--- src/rtl/pipe_pkg.sv ---
// Shared definitions for pipe_stage_reg: state encoding, stats width and the ARM NOP bubble.
package pipe_pkg;

  typedef enum logic [1:0] {
    PS_EMPTY = 2'd0,
    PS_ONE   = 2'd1,
    PS_TWO   = 2'd2
  } pipe_state_e;

  localparam int PIPE_STAT_W = 16;

  // MOV r0,r0 -- bubble value for IF/ID instances
  localparam logic [31:0] NOP_INSTR = 32'hE1A00000;

endpackage

--- src/rtl/pipe_sat_counter.sv ---
// Saturating up-counter used for the optional pipeline stall/bubble statistics.
module pipe_sat_counter
  import pipe_pkg::*;
#(
  parameter int W = PIPE_STAT_W
) (
  input  logic         clk,
  input  logic         rst_n,
  input  logic         inc,
  output logic [W-1:0] count
);

  always_ff @(posedge clk or negedge rst_n) begin
    if (!rst_n) begin
      count <= '0;
    end else if (inc && (count != '1)) begin
      count <= count + W'(1);
    end
  end

endmodule

--- src/rtl/pipe_stage_reg.sv ---
// Parametrised pipeline stage register with valid/ready, optional skid entry and flush.
// Define PIPE_STAGE_STATS_EN to add the stall_cnt/bubble_cnt statistics outputs.
//
// state    | meaning
// PS_EMPTY | no entry held, out_data is the bubble value
// PS_ONE   | main entry valid on out_data
// PS_TWO   | main entry plus skid entry, upstream stalled
module pipe_stage_reg
  import pipe_pkg::*;
#(
  parameter int               WIDTH     = 32,
  parameter logic [WIDTH-1:0] NOP_VALUE = '0,
  parameter int               SKID      = 1
) (
  input  logic             clk,
  input  logic             R,
  input  logic             in_valid,
  output logic             in_ready,
  input  logic [WIDTH-1:0] in_data,
  input  logic             flush,
  output logic             out_valid,
  input  logic             out_ready,
  output logic [WIDTH-1:0] out_data
`ifdef PIPE_STAGE_STATS_EN
  ,
  output logic [PIPE_STAT_W-1:0] stall_cnt,
  output logic [PIPE_STAT_W-1:0] bubble_cnt
`endif
);

  generate
    if (SKID != 0) begin : g_skid
      pipe_state_e      state;
      logic [WIDTH-1:0] main_q;
      logic [WIDTH-1:0] skid_q;
      logic             rdy_q;
      logic             ov_q;
      logic             accept;
      logic             emit;

      assign accept = in_valid && rdy_q;
      assign emit   = ov_q && out_ready;

      always_ff @(posedge clk or negedge R) begin
        if (!R) begin
          state  <= PS_EMPTY;
          main_q <= NOP_VALUE;
          skid_q <= NOP_VALUE;
          rdy_q  <= 1'b0;
          ov_q   <= 1'b0;
        end else if (flush) begin
          // flush wins over any accept or emit in the same cycle
          state  <= PS_EMPTY;
          main_q <= NOP_VALUE;
          skid_q <= NOP_VALUE;
          rdy_q  <= 1'b1;
          ov_q   <= 1'b0;
        end else begin
          rdy_q <= 1'b1;
          case (state)
            PS_EMPTY: begin
              if (accept) begin
                state  <= PS_ONE;
                main_q <= in_data;
                ov_q   <= 1'b1;
              end
            end
            PS_ONE: begin
              if (accept && !emit) begin
                state  <= PS_TWO;
                skid_q <= in_data;
                rdy_q  <= 1'b0;
              end else if (accept) begin
                main_q <= in_data;
              end else if (emit) begin
                state  <= PS_EMPTY;
                main_q <= NOP_VALUE;
                ov_q   <= 1'b0;
              end
            end
            PS_TWO: begin
              if (emit) begin
                state  <= PS_ONE;
                main_q <= skid_q;
                skid_q <= NOP_VALUE;
              end else begin
                rdy_q <= 1'b0;
              end
            end
            default: begin
              state  <= PS_EMPTY;
              main_q <= NOP_VALUE;
              skid_q <= NOP_VALUE;
              ov_q   <= 1'b0;
            end
          endcase
        end
      end

      assign in_ready  = rdy_q;
      assign out_valid = ov_q;
      assign out_data  = main_q;
    end else begin : g_single
      logic [WIDTH-1:0] main_q;
      logic             ov_q;
      logic             rdy_en_q;
      logic             accept;
      logic             emit;

      // rdy_en_q keeps in_ready low through reset and until the first edge after it
      assign in_ready = rdy_en_q && (!ov_q || out_ready);
      assign accept   = in_valid && in_ready;
      assign emit     = ov_q && out_ready;

      always_ff @(posedge clk or negedge R) begin
        if (!R) begin
          main_q   <= NOP_VALUE;
          ov_q     <= 1'b0;
          rdy_en_q <= 1'b0;
        end else begin
          rdy_en_q <= 1'b1;
          if (flush) begin
            main_q <= NOP_VALUE;
            ov_q   <= 1'b0;
          end else if (accept) begin
            main_q <= in_data;
            ov_q   <= 1'b1;
          end else if (emit) begin
            main_q <= NOP_VALUE;
            ov_q   <= 1'b0;
          end
        end
      end

      assign out_valid = ov_q;
      assign out_data  = main_q;
    end
  endgenerate

`ifdef PIPE_STAGE_STATS_EN
  pipe_sat_counter #(.W(PIPE_STAT_W)) u_stall_cnt (
    .clk   (clk),
    .rst_n (R),
    .inc   (out_valid && !out_ready),
    .count (stall_cnt)
  );

  pipe_sat_counter #(.W(PIPE_STAT_W)) u_bubble_cnt (
    .clk   (clk),
    .rst_n (R),
    .inc   (!out_valid),
    .count (bubble_cnt)
  );
`endif

endmodule
--- config.mk ---
export PLATFORM = sky130hd
export DESIGN_NAME = pipe_stage_reg
export DESIGN_NICKNAME = d
export VERILOG_FILES = /design/src/rtl/pipe_pkg.sv /design/src/rtl/pipe_sat_counter.sv /design/src/rtl/pipe_stage_reg.sv
export SDC_FILE = /design/constraint.sdc
export NUM_CORES = 1
export LEC_CHECK = 0
export BUFFER_PORTS_ARGS = -buffer_cell sky130_fd_sc_hd__buf_2
export CAP_MARGIN = 20
export CELL_PAD_IN_SITES_DETAIL_PLACEMENT = 0
export CELL_PAD_IN_SITES_GLOBAL_PLACEMENT = 1
export CORE_ASPECT_RATIO = 0.75
export CORE_MARGIN = 1
export CORE_UTILIZATION = 40
export CTS_CLUSTER_SIZE = 20
export DETAILED_ROUTE_END_ITERATION = 6
export GPL_ROUTABILITY_DRIVEN = 0
export HOLD_SLACK_MARGIN = 0.06
export PLACE_DENSITY = 0.8
export SLEW_MARGIN = 0
export SYNTH_ARGS = -nofsm -noshare
export SYNTH_HDL_FRONTEND = slang
export SYNTH_SLANG_ARGS = --single-unit
--- constraint.sdc ---
create_clock -name clk -period 2.6 [get_ports clk]
set_input_delay 0.52 -clock clk [delete_from_list [all_inputs] [get_ports clk]]
set_output_delay 0.52 -clock clk [all_outputs]
set_load 0.05 [all_outputs]
Word level (Yosys, flattened, before mapping)
Index checks and enable logic that the tools add are counted.
{ "classes": {"n_eq_ne": 13, "n_mux": 27, "n_reduce_logical": 9} }
{ "op_table": {"columns": ["op", "n"], "rows": [
  ["32-bit 2-to-1 mux", 8],
  ["32-bit case mux with 3 select lines", 2],
  ["3-bit inequality test (second input constant)", 6],
  ["2-bit 2-to-1 mux", 6],
  ["4-bit inequality test (second input constant)", 3],
  ["1-bit 2-to-1 mux", 8],
  ["4-bit AND reduction", 2],
  ["2-bit case mux with 3 select lines", 1],
  ["5-bit AND reduction", 1],
  ["2-bit inequality test (second input constant)", 2],
  ["1-bit logical AND", 3],
  ["1-bit case mux with 3 select lines", 1],
  ["3-bit AND reduction", 1],
  ["2-bit by 1-bit == test with 1-bit output (second input constant)", 1],
  ["2-bit == test (second input constant)", 1],
  ["2-bit logical NOT", 1],
  ["1-bit case mux with 2 select lines", 1],
  ["1-bit logical NOT", 1]
]} }
{ "word_totals": {"reg_bits": 68, "in_bits": 37, "out_inout_bits": 34} }

Depth between registers and ports, before layout
{ "logic_depth": {"depth_word": 6, "depth_mapped": 8, "depth_no_buf": 6} }

Least setup slack after synthesis
Ideal clock, no wire load.
{ "synth_timing": {"path_kind": "register -> register", "start": "reg g_skid.ov_q, in the netlist out_valid", "end": "reg g_skid.state[0]", "setup_ns": 0.125, "t_arrival_ns": 1.591, "t_required_ns": 2.475, "path_slack_ns": 0.883, "path_stages_with_launch": 5, "synth_period_minus_slack_ns": 1.717, "path_cell_list": "dfrtp_1 > and2_4 > nor2_2 > o311a_1 > mux2_4"} }
{ "synth_via": {"elab_chain_len": 6, "elab_cells_between_ends": 10, "classes_between": "eq/ne: 3; mux: 3; reduce/logical: 4"} }
{ "synth_rtl": {"columns": ["element", "line", "text"], "rows": [
  ["from (decl)", "pipe_stage_reg.sv:37", "logic ov_q;"],
  ["from (signal assigned)", "pipe_stage_reg.sv:50", "ov_q <= 1'b0;"],
  ["from (signal assigned)", "pipe_stage_reg.sv:57", "ov_q <= 1'b0;"],
  ["from (signal assigned)", "pipe_stage_reg.sv:65", "ov_q <= 1'b1;"],
  ["1-bit logical AND *", "pipe_stage_reg.sv:42", "assign emit = ov_q && out_ready;"],
  ["1-bit logical NOT", "pipe_stage_reg.sv:69", "if (accept && !emit) begin"],
  ["1-bit logical AND", "pipe_stage_reg.sv:69", null],
  ["2-bit 2-to-1 mux", "pipe_stage_reg.sv:69", null],
  ["2-bit case mux with 3 select lines", "pipe_stage_reg.sv:60", "case (state)"],
  ["2-bit 2-to-1 mux", "pipe_stage_reg.sv:51", "end else if (flush) begin"],
  ["to (signal assigned)", "pipe_stage_reg.sv:53", "state <= PS_EMPTY;"],
  ["to (signal assigned)", "pipe_stage_reg.sv:63", "state <= PS_ONE;"],
  ["to (signal assigned)", "pipe_stage_reg.sv:70", "state <= PS_TWO;"],
  ["to (decl)", "pipe_stage_reg.sv:33", "pipe_state_e state;"]
]} }
Mark *: on every way between the ends. The rest lies on a longest branch, timed or not.
A chain may end at the register's enable or synchronous reset.

Final worst setup path
{ "layout_timing": {"start": "reg g_skid.state[1]", "end": "reg g_skid.main_q[8], in the netlist out_data[8]"} }
{ "layout_via": {"elab_chain_len": 3, "elab_cells_between_ends": 10, "classes_between": "eq/ne: 6; mux: 2; reduce/logical: 2"} }
{ "layout_rtl": {"columns": ["element", "line", "text"], "rows": [
  ["from (signal assigned)", "pipe_stage_reg.sv:46", "state <= PS_EMPTY;"],
  ["from (signal assigned)", "pipe_stage_reg.sv:53", null],
  ["from (signal assigned)", "pipe_stage_reg.sv:63", null],
  ["2-bit by 1-bit == test with 1-bit output, or another cell as far along", "pipe_stage_reg.sv:60", null],
  ["4-bit inequality test (no line), or another cell as far along", null, null],
  ["4-bit AND reduction (no line) / 32-bit 2-to-1 mux (equally long branches)", null, null],
  ["to (signal assigned)", "pipe_stage_reg.sv:64", "main_q <= in_data;"],
  ["to (signal assigned)", "pipe_stage_reg.sv:74", "main_q <= in_data;"],
  ["to (signal assigned)", "pipe_stage_reg.sv:84", "main_q <= skid_q;"],
  ["to (decl)", "pipe_stage_reg.sv:34", "logic [WIDTH-1:0] main_q;"]
]} }
Several ways; a longest one is shown, not always the timed one.

==> flow_metrics.py <==
metrics = {
    "clock_tree": {
        "cts_tree": "done",
        "h-tree-depth": 3,
        "clock-root-buffer": "clkbuf_8",
        "cts_hold_buf": 0,
        "post_cts_resized": 0,
        "clock_latency_ns": 0.35,
        "clock_sinks": 68,
        "clockBufferDepth": 2,
        "path_clk_slew_ns": 0.08,
        "post_cts_buffers": 0,
        "cts_buffers": 9,
    },
    "layout": {
        "syn_to_final_growth_pct": 20.2,
        "register_area_sq_um": 1700,
        "multiInputGateArea_sq_um": 1250,
        "fillers": 766,
        "drive_gt1_frac": 0.251,
        "layout_common_cells": "buf_2, nor2_1, dfrtp_1, nand2_1, inv_1",
        "layout_commonest_cell": "buf_2",
        "fin_util": 0.494,
        "final_nets": 435,
    },
    "route": {
        "drc": 0,
        "num_vias": 2490,
        "drtPass1Iterations": 4,
        "routed_via_density": 4.94,
        "drtIter0Drc": 128,
        "ant_nets": 0,
        "wl_mm": 7.46,
        "routedWlPerCell_microns": 14.8,
    },
    "synthesis": {
        "synth_warnings": 0,
        "synthMuxAreaShare": 0.103,
        "async_flop_share": 1.00,
        "synth-edff-count": 0,
        "synth_xor_xnor_area_share": 0,
        "synth_top_family_by_area": "simple AND/OR/NAND/NOR gates",
        "synth_cell_type_count": 30,
        "synth_compound_area_frac": 0.118,
        "ys.flop_type": "dfrtp_1",
        "yosysSeqAreaShare": 0.525,
        "synth_fa_ha_area_frac": 0.0154,
        "syn_area_per_cell_sq_um": 9.85,
        "synth_seq_cells": 68,
        "syn_nets": 370,
        "netlist_area_sq_um": 3240,
        "synthSimpleGateAreaFrac": 0.144,
        "synth_cells": 329,
    },
    "floorplan": {
        "rows": 28,
        "dieArea_sq_um": 8470,
        "initial_core_util": 0.411,
        "fp.dieH_microns": 80.0,
        "die_w_microns": 106,
        "ios": 71,
        "core-area_sq_um": 7880,
    },
    "power": {
        "vdd_drop_max_v": 0.000563,
        "cellLeakagePower_uw": 0.00196,
        "p_per_area_nw_per_um2": 1310,
    },
    "critical_path": {
        "r2r_cells": 7,
        "cp.depth": 7,
        "cpMaxStageDelayCell": "dfrtp_1",
        "critPathTopFamily": "simple AND/OR/NAND/NOR gates",
        "critPathLaunch": "g_skid.state[1]",
        "critical_path_class": "reg2reg",
        "crit_fanout": 22,
        "end_kind": "register",
        "worstPathArrival_ns": 2.40,
        "reg2reg_slack_ns": 0.48,
        "path_buf_inv": 2,
        "path_cells": "inv_1 -> ha_1 -> a31oi_1 -> nor3_4 -> buf_4 -> a221oi_1 -> nor2_1",
        "required_ns": 2.88,
        "cp_slowest_stage_delay_ns": 0.40,
        "start_kind": "register",
        "rr_startpoint": "g_skid.state[1]",
    },
    "sta": {
        "setup_ws_ns": 0.481,
        "tightest_slew_ns": 0.778,
        "final_hold_viol_count": 0,
        "finalCriticalPeriod_ns": 2.12,
        "fmax_mhz": 472,
        "finClkSkew_ns": 0.00884,
        "fin_setup_tns_ns": 0,
        "period_share": 0.815,
        "drv_slew": 0,
        "max-slew-margin-rel": 0.481,
        "rsz0062_at_grt": "false",
        "setup_viol": 0,
    },
    "placement": {
        "io_buffers": 70,
        "pre_cts_ws_ns": 0.490,
        "hpwlAfterDp_mm": 4.99,
    },
    "run": {
        "drv_cap": 0,
    },
    "grt": {
        "first_global_vias": 2469,
        "grt_max_degree": 37,
        "grt_pass1_wl_mm": 12.4,
        "gr-total-overflow": 0,
        "antenna_found_initial": 1,
        "grt_usage": 0.192,
    },
    "min_path": {
        "hp-class": "in2async",
    },
    "status": {
        "status": "completed",
    },
}
stage by stage:
step,cell area [sq um],power [uW],hold WS (ns),cells
after floorplan,3240,3600,0.224,329
after global placement,3680,4140,0.487,488
after detailed placement,3680,4180,0.496,488
after CTS,3890,5170,0.267,503
after global routing,3890,5420,0.303,503
final,3900,5120,0.249,504
sequential cells by signal, indices dropped and copies added (netlist names):
| register | flops |
|---|---|
| g_skid.state | 2 |
| g_skid.skid_q | 32 |
| out_data | 32 |
| in_ready | 1 |
| out_valid | 1 |
layer usage:
layer / track usage / part of all wire / up-vias
li1: - / - / 1225
met5: 0 / 0 / -
met1: 0.265 / 0.50 / 1196
met2: 0.283 / 0.42 / 59
met3: 0.0661 / 0.062 / 10
met4: 0.0569 / 0.011 / 0
where the power goes:
group	internal [uW]	total [uW]	leakage [uW]	switching, uW
Combinational	733	2520	0.000962	1780
Clock	562	970	0.000109	409
Sequential	1420	1630	0.000890	211
Total	2710	5120	0.00196	2400
cell type report:
| class | instances | share of cell area |
|---|---|---|
| sequential | 68 | 0.437 |
| clock inverter | 4 | 0.0189 |
| timing repair buffer | 78 | 0.118 |
| multi-input combinational | 201 | 0.321 |
| inverter | 36 | 0.0347 |
| tap | 105 | 0.0337 |
| antenna | 1 | 0.000642 |
| clock buffer | 11 | 0.0363 |
synth_stat cells (2+ instances only):
cell      number  share of area
ha_1           4          0.015
buf_6          2         0.0069
a21o_1         2         0.0046
dfrtp_1       68           0.52
a21oi_1        3         0.0046
a221oi_1      32          0.086
inv_1         36          0.042
nor2_1        69          0.080
buf_12         3          0.019
nor2b_1        3         0.0058
mux2i_1       32          0.099
buf_2         15          0.023
nand2_1       39          0.045
clkbuf_1       3         0.0035
o21ai_0        3         0.0046
final timing paths:
path / endpoint
max: out_data[8]
min: out_valid
max reg2reg: out_data[8]
min reg2reg: out_data[17]
max in group asynchronous: out_data[29]
min in group clk: g_skid.skid_q[0]
kinds of logic after synthesis:
logic type               Yosys count
AO/OA/AOI/OAI                     47
adder cells (fa/ha/maj)            4
buffers and inverters             60
flip-flops                        68
multiplexers                      33
AND/OR/NAND/NOR                  117
(Power assumes the default switching activity.)
